## config.mk

```make
export PLATFORM = sky130hd
export DESIGN_NAME = cmp_int_nbit_serial
export DESIGN_NICKNAME = d
export VERILOG_FILES = /design/src/rtl/cmp_int_nbit_serial.sv
export SDC_FILE = /design/constraint.sdc
export NUM_CORES = 1
export LEC_CHECK = 0
export CAP_MARGIN = 20
export CORE_MARGIN = 5
export CORE_UTILIZATION = 51
export DETAILED_ROUTE_END_ITERATION = 10
export GPL_ROUTABILITY_DRIVEN = 1
export HOLD_SLACK_MARGIN = 0.02
export PLACE_DENSITY = 0.91
export SYNTH_ARGS = -nofsm -noshare
export SYNTH_HDL_FRONTEND = slang
export SYNTH_SLANG_ARGS = --single-unit
```

## constraint.sdc

```tcl
create_clock -name clk -period 2.6 [get_ports clk]
set_clock_uncertainty 0.2 [all_clocks]
set_input_delay 0.78 -clock clk [delete_from_list [all_inputs] [get_ports clk]]
set_output_delay 0.78 -clock clk [all_outputs]
set_load 0.005 [all_outputs]
```

## src/rtl/cmp_int_nbit_serial.sv

```systemverilog
// Bit-serial n-bit integer comparator: accepts an operand pair, walks the bits
// LSB-first one per cycle, then presents registered lt/eq/gt flags.
module cmp_int_nbit_serial #(
  parameter int WIDTH  = 32,
  parameter bit SIGNED = 1'b1
) (
  input  logic             clk,
  input  logic             rst_n,
  input  logic             in_valid,
  output logic             in_ready,
  input  logic [WIDTH-1:0] A,
  input  logic [WIDTH-1:0] B,
  output logic             out_valid,
  input  logic             out_ready,
  output logic             lt,
  output logic             eq,
  output logic             gt
);

  localparam int CW = (WIDTH > 1) ? $clog2(WIDTH) : 1;

  typedef enum logic [1:0] {IDLE, RUN, DONE} state_t;

  state_t           state_reg;
  logic [WIDTH-1:0] a_sh_reg, b_sh_reg;
  logic [CW-1:0]    cnt_reg;
  logic             lt_acc_reg, eq_acc_reg;
  logic             in_ready_reg, out_valid_reg;
  logic             lt_reg, eq_reg, gt_reg;

  logic a_bit, b_bit, last_bit;
  logic lt_acc_next, eq_acc_next;

  // A higher differing bit overwrites whatever a lower one decided; the sign
  // bit inverts the sense because a set MSB means a negative operand.
  always_comb begin
    a_bit       = a_sh_reg[0];
    b_bit       = b_sh_reg[0];
    last_bit    = (cnt_reg == CW'(WIDTH - 1));
    lt_acc_next = lt_acc_reg;
    eq_acc_next = eq_acc_reg;
    if (a_bit != b_bit) begin
      eq_acc_next = 1'b0;
      lt_acc_next = (SIGNED && last_bit) ? a_bit : b_bit;
    end
  end

  always_ff @(posedge clk or negedge rst_n) begin
    if (!rst_n) begin
      state_reg     <= IDLE;
      a_sh_reg      <= '0;
      b_sh_reg      <= '0;
      cnt_reg       <= '0;
      lt_acc_reg    <= 1'b0;
      eq_acc_reg    <= 1'b0;
      in_ready_reg  <= 1'b1;
      out_valid_reg <= 1'b0;
      lt_reg        <= 1'b0;
      eq_reg        <= 1'b0;
      gt_reg        <= 1'b0;
    end else begin
      case (state_reg)
        IDLE: begin
          if (in_valid && in_ready_reg) begin
            a_sh_reg     <= A;
            b_sh_reg     <= B;
            cnt_reg      <= '0;
            lt_acc_reg   <= 1'b0;
            eq_acc_reg   <= 1'b1;
            in_ready_reg <= 1'b0;
            state_reg    <= RUN;
          end
        end
        RUN: begin
          a_sh_reg   <= {1'b0, a_sh_reg[WIDTH-1:1]};
          b_sh_reg   <= {1'b0, b_sh_reg[WIDTH-1:1]};
          lt_acc_reg <= lt_acc_next;
          eq_acc_reg <= eq_acc_next;
          if (last_bit) begin
            cnt_reg       <= '0;
            state_reg     <= DONE;
            out_valid_reg <= 1'b1;
            lt_reg        <= lt_acc_next;
            eq_reg        <= eq_acc_next;
            gt_reg        <= ~lt_acc_next & ~eq_acc_next;
          end else begin
            cnt_reg <= cnt_reg + 1'b1;
          end
        end
        DONE: begin
          if (out_ready) begin
            out_valid_reg <= 1'b0;
            in_ready_reg  <= 1'b1;
            state_reg     <= IDLE;
          end
        end
        default: begin
          state_reg <= IDLE;
        end
      endcase
    end
  end

  assign in_ready  = in_ready_reg;
  assign out_valid = out_valid_reg;
  assign lt        = lt_reg;
  assign eq        = eq_reg;
  assign gt        = gt_reg;

endmodule

```

**Yosys cells after proc, flatten, opt, wreduce, memory -nomap -nowiden**

Cells that the tools add are included.
W data, S select, Z words.

- Register bits after elaboration: 78
- Input bits: 68
- Output and inout bits: 5
- Word-level logic and storage cells: 55

- Add/sub/neg operators: 1
- Equality and inequality tests: 7
- Multiplexer cells: 23
- Bitwise gates (word level): 3
- Reduce and logical (&&, ||, !) cells: 10

Operators with widths:

| kind | number |
|---|---|
| $pmux W32 S2 | 2 |
| $mux W32 | 2 |
| $mux W5 | 2 |
| $pmux W5 S2 | 1 |
| $reduce_and A3 Y1 | 3 |
| $mux W1 | 8 |
| $pmux W1 S2 | 4 |
| $mux W2 | 3 |
| $ne A2 B2 Y1 const B | 3 |
| $pmux W2 S3 | 1 |
| $reduce_bool A2 Y1 | 3 |
| $add A5 B1 Y5 const B | 1 |
| $eq A5 B5 Y1 const B | 1 |
| $reduce_and A2 Y1 | 2 |
| $eq A2 B1 Y1 const B | 1 |
| $eq A2 B2 Y1 const B | 1 |
| $logic_not A2 Y1 | 1 |
| $not A1 Y1 | 2 |
| $and A1 B1 Y1 | 1 |
| $logic_and A1 B1 Y1 | 1 |
| $ne A1 B1 Y1 | 1 |

**Depth between registers and ports, before layout**

- Depth in word-level cells: 5
- Mapped depth: 6
- Mapped depth without buffers: 6

**Worst setup path after synthesis**

No wires, ideal clock.

- Path type: flip-flop to flip-flop
- From: register cnt_reg[0]
- To: register gt_reg (netlist: gt)
- Library setup time: 121 ps
- Arrival time: 1778 ps
- Required time: 2279 ps
- Path slack: 501 ps
- Cell stages (with the launch flop): 7
- Path buffers: 0
- Period minus slack after synthesis: 2099 ps
- Cells stage by stage: dfrtp_1 -> ha_1 -> and3_1 -> ha_1 -> or3b_1 -> and3_1 -> a22o_1

- Word-level cells in the longest chain between the ends: 5
- Elaborated cells between the ends (all ways): 6
- Those cells by class: eq/ne: 1; mux: 2; bitwise: 2; reduce/logical: 1

RTL lines:

| what | line | text |
|---|---|---|
| start: declaration | 26 | `logic [CW-1:0] cnt_reg;` |
| start signal: assignment | 87 | `cnt_reg <= cnt_reg + 1'b1;` |
| $eq A5 B5 Y1 * | 39 | `last_bit = (cnt_reg == CW'(WIDTH - 1));` |
| $mux W1 | 44 | `lt_acc_next = (SIGNED && last_bit) ? a_bit : b_bit;` |
| $mux W1 | 42 | `if (a_bit != b_bit) begin` |
| $not A1 Y1 | 85 | `gt_reg <= ~lt_acc_next & ~eq_acc_next;` |
| $and A1 B1 Y1 | 85 |  |
| end signal: assignment | 85 |  |
| end: declaration | 29 | `logic lt_reg, eq_reg, gt_reg;` |

Mark *: on every way between the ends. The rest lies on a longest branch, timed or not.
A chain may end at the register's enable or synchronous reset.

**Worst setup path after layout**

- From: register in_ready_reg (netlist: in_ready)
- To: output in_ready

RTL lines:

| what | line | text |
|---|---|---|
| start: declaration | 28 | `logic in_ready_reg, out_valid_reg;` |
| start signal: assignment | 56 | `in_ready_reg <= 1'b1;` |
| start signal: assignment | 70 | `in_ready_reg <= 1'b0;` |
| start signal: assignment | 93 | `in_ready_reg <= 1'b1;` |
| end: declaration | 10 | `output logic in_ready,` |

No word-level cell between the ends.

==> flow_metrics.py <==
metrics = {
    "worst_setup_path": {
        "worst-r2r-setup-slack_ps": 350,
        "critical_path.n_buffers_inverters": 1,
        "cp.arrival_ps": 1410,
        "crit_cells": 1,
        "crit_reg_reg_startpoint": "cnt_reg[0]",
        "slowest_delay_ps": 570,
        "cp.required_ps": 1620,
        "slowest_cell_on_crit_path": "dfstp_2",
        "worstSetupStartpointType": "flip-flop",
        "timing.critical_path.cells": "clkdlybuf4s50_1",
        "critPathCaptureType": "primary output",
        "critical_path.reg2reg.endpoint": "gt",
        "worst_setup_path_startpoint": "in_ready",
        "worst_r2r_path_depth": 6,
        "crit_type": "flip-flop to primary output",
        "crit_family": "flip-flops",
        "setup.worst_path.end": "in_ready",
        "cp_max_fo": 4,
    },
    "finish": {
        "stdcell_count": 517,
        "drive_gt1_share_pct": 5.463,
        "layout_common_cells": "nand2_1 (78), dfrtp_1 (77), o21ai_1 (71), clkdlybuf4s50_1 (71), mux2i_1 (62)",
        "number_of_fill_cells_in_the_layout": 547,
        "total_area_of_multi_input_combinational_cells_um2": 1501,
        "final_common_cell": "nand2_1",
        "final_net_count": 487,
        "area_delta_synth_final_pct": 27.24,
        "seq_area_um2": 1953,
        "stdcell_area_um2": 4588,
        "antennaDiodeCount": 0,
    },
    "logic_synthesis": {
        "synth_fp_nets": 419,
        "synthDominantCellAreaShare_pct": 53.44,
        "synth.distinct_cells": 30,
        "synthesis.yosys.warnings": 0,
        "synth-seq-cells": 78,
        "synth_top_cell_by_area": "dfrtp_1",
        "yosysSeqAreaShare_pct": 54.16,
        "synth.area.top_cells": "dfrtp_1 (53%), mux2i_1 (17%), o21ai_1 (9.9%)",
        "syn_avg_cell_area_um2": 10.36,
        "synth_cells": 348,
        "post_synthesis_cell_area_um2": 3606,
    },
    "route": {
        "via_per_inst": 5.172,
        "totalWireLength_um": 7157,
        "first_iter_violations": 136,
        "post_drt_wl_per_cell_um": 13.84,
        "first_pass_drt_iterations": 5,
        "drc": 0,
        "antenna_left": 0,
        "dr_total_vias": 2674,
    },
    "sta": {
        "finalCritPeriodShare_pct": 91.76,
        "timing.hold.ws_ps": 193.3,
        "setup_total_negative_slack_ps": 0,
        "grt_setup_unrepaired": "false",
        "worst_slew_pin_tran_ps": 476.9,
        "slew_headroom_pct": 68.21,
        "fmaxAchievable_mhz": 419.2,
        "finalHoldViolCount": 0,
        "timing.final.setup_violations": 0,
        "final-max-slew-violation-count": 0,
        "timing.final.crit_period_ps": 2386,
    },
    "grt": {
        "grtUsageMet2_pct": 30.04,
        "track_usage_pct": 17.94,
        "grt_first_pass_wirelength_um": 12580,
        "grt-ovfl-total": 0,
        "gr-usage-met1_pct": 22.81,
        "antenna_found_initial": 0,
        "first_global_vias": 2809,
        "grt_busiest_layer": "met2",
        "gr-usage-met3_pct": 3.045,
        "grt_max_degree": 54,
    },
    "cts": {
        "tritoncts": "built",
        "clock_tree.root_cell": "clkbuf_8",
        "post_cts_hold_buffer_count": 0,
        "post_cts.repair.setup_buffers": 0,
        "cts.reportedPaths.clkPinSlew_ps": 70,
        "h-tree-depth": 3,
        "clock-sinks": 78,
        "cts_inserted_buffers": 9,
        "clock_latency_ps": 340,
        "cts_resized": 0,
        "clockBufferDepth": 2,
    },
    "placement": {
        "placed_area_um2": 4410,
        "place.port_buffers": 72,
        "dpl.cell_count": 501,
        "placer_congestion_estimate": 0.7610,
        "detailed_place_hpwl_um": 5122,
    },
    "floorplan": {
        "height_of_the_die_um": 94.09,
        "row_count": 30,
        "floorplan.initialDensity_pct": 52.78,
        "die-area_um2": 8852,
        "chipWidth_um": 94.09,
        "fp.coreArea_um2": 6832,
        "num_io_pins": 73,
    },
    "power": {
        "power.share.clock_pct": 38.6,
        "total_switching_power_uw": 442.4,
        "combinationalPowerShare_pct": 6.0,
        "total_power_uw": 2192,
        "power.leakage_uw": 0.001499,
        "internal_dissipation_uw": 1750,
        "switching_share_pct": 20.18,
        "highest_ir_drop_seen_on_vdd_mv": 0.3066,
        "pwr-share-seq_pct": 55.3,
        "power-per-cell-area_nw_per_um2": 477.8,
    },
    "hold_path": {
        "hold_class": "input port to asynchronous set/reset pin",
    },
    "run_status": {
        "outcome": "complete, no violations",
    },
    "job": {
        "cap_viol_max_count": 0,
    },
}
[cells in the mapped netlist]
library cell	n
nand2_1	78
dfrtp_1	77
o21ai_1	71
mux2i_1	62
clkbuf_1	10
buf_6	6
nor2_1	6
a21oi_1	5
buf_4	4
buf_2	3
ha_1	3
and3_1	2
inv_1	2
o21ai_0	2
o31ai_1	2
a22o_1	1
and2_1	1
and2b_1	1
and4bb_1	1
dfstp_2	1
nand2b_1	1
nand3_1	1
nand3b_1	1
nor2b_1	1
nor3_1	1
nor3b_1	1
o21bai_1	1
o22ai_1	1
o41ai_1	1
or3b_1	1
[worst reg2reg max path: cells and delay by family, from the launching register on]
| family | cells | cell delay (ps) |
|---|---|---|
| AND/OR/NAND/NOR | 3 | 820 |
| adder cells (fa/ha/maj) | 2 | 510 |
| flip-flops | 1 | 410 |
| AO/OA/AOI/OAI | 1 | 200 |
[per-layer routing]
| layer | wire [um] | share of wire, % |
|---|---|---|
| met1 | 3180 | 44 |
| met2 | 3532 | 49 |
| met3 | 307 | 4.3 |
| met4 | 137 | 1.9 |
| met5 | 0 | 0 |
[power groups by stage]
stage / Combinational, uW / Sequential, uW / Clock [uW]
after floorplan: 3.05 / 1240 / 0
after global placement: 134 / 1240 / 0
after detailed placement: 135 / 1240 / 0
after CTS: 136 / 1210 / 872
after global routing: 144 / 1210 / 935
final: 133 / 1210 / 847
[stage by stage]
stage	util [%]	worst slack, ps
after floorplan	-	501.2
after global placement	64.56	119.0
after detailed placement	64.56	90.73
after CTS	67.16	197.6
after global routing	67.16	165.5
final	67.16	214.2
[worst min path at each step]
stage,endpoint,slack (ps),cells after the start
global route,b_sh_reg[15],220,1
CTS,b_sh_reg[15],200,1
global placement,b_sh_reg[29],260,2
finish,b_sh_reg[15],190,1
detailed placement,cnt_reg[3],270,1
floorplan,cnt_reg[3],240,1
[area by class of cell]
type                       count  area share (%)
clock inverter                 2          0.7636
tap                           96           2.618
clock buffer                  14           3.109
sequential                    78           42.57
inverter                       2          0.1636
multi-input combinational    245           32.72
timing repair buffer          80           18.05
[logic make-up (layout without fill, tap and decap cells)]
family                     count (synthesis)  after routing  share of synthesized area [%]
DFF                                       78             78                          54.16
adders and majority gates                  3              3                          1.041
AOI/OAI and AO/OA                         84             84                          12.11
buffers and inverters                     25             98                          4.372
and+or+nand+nor                           96             96                          11.10
muxes                                     62             62                          17.21
Power figures use the tool's default switching activity.
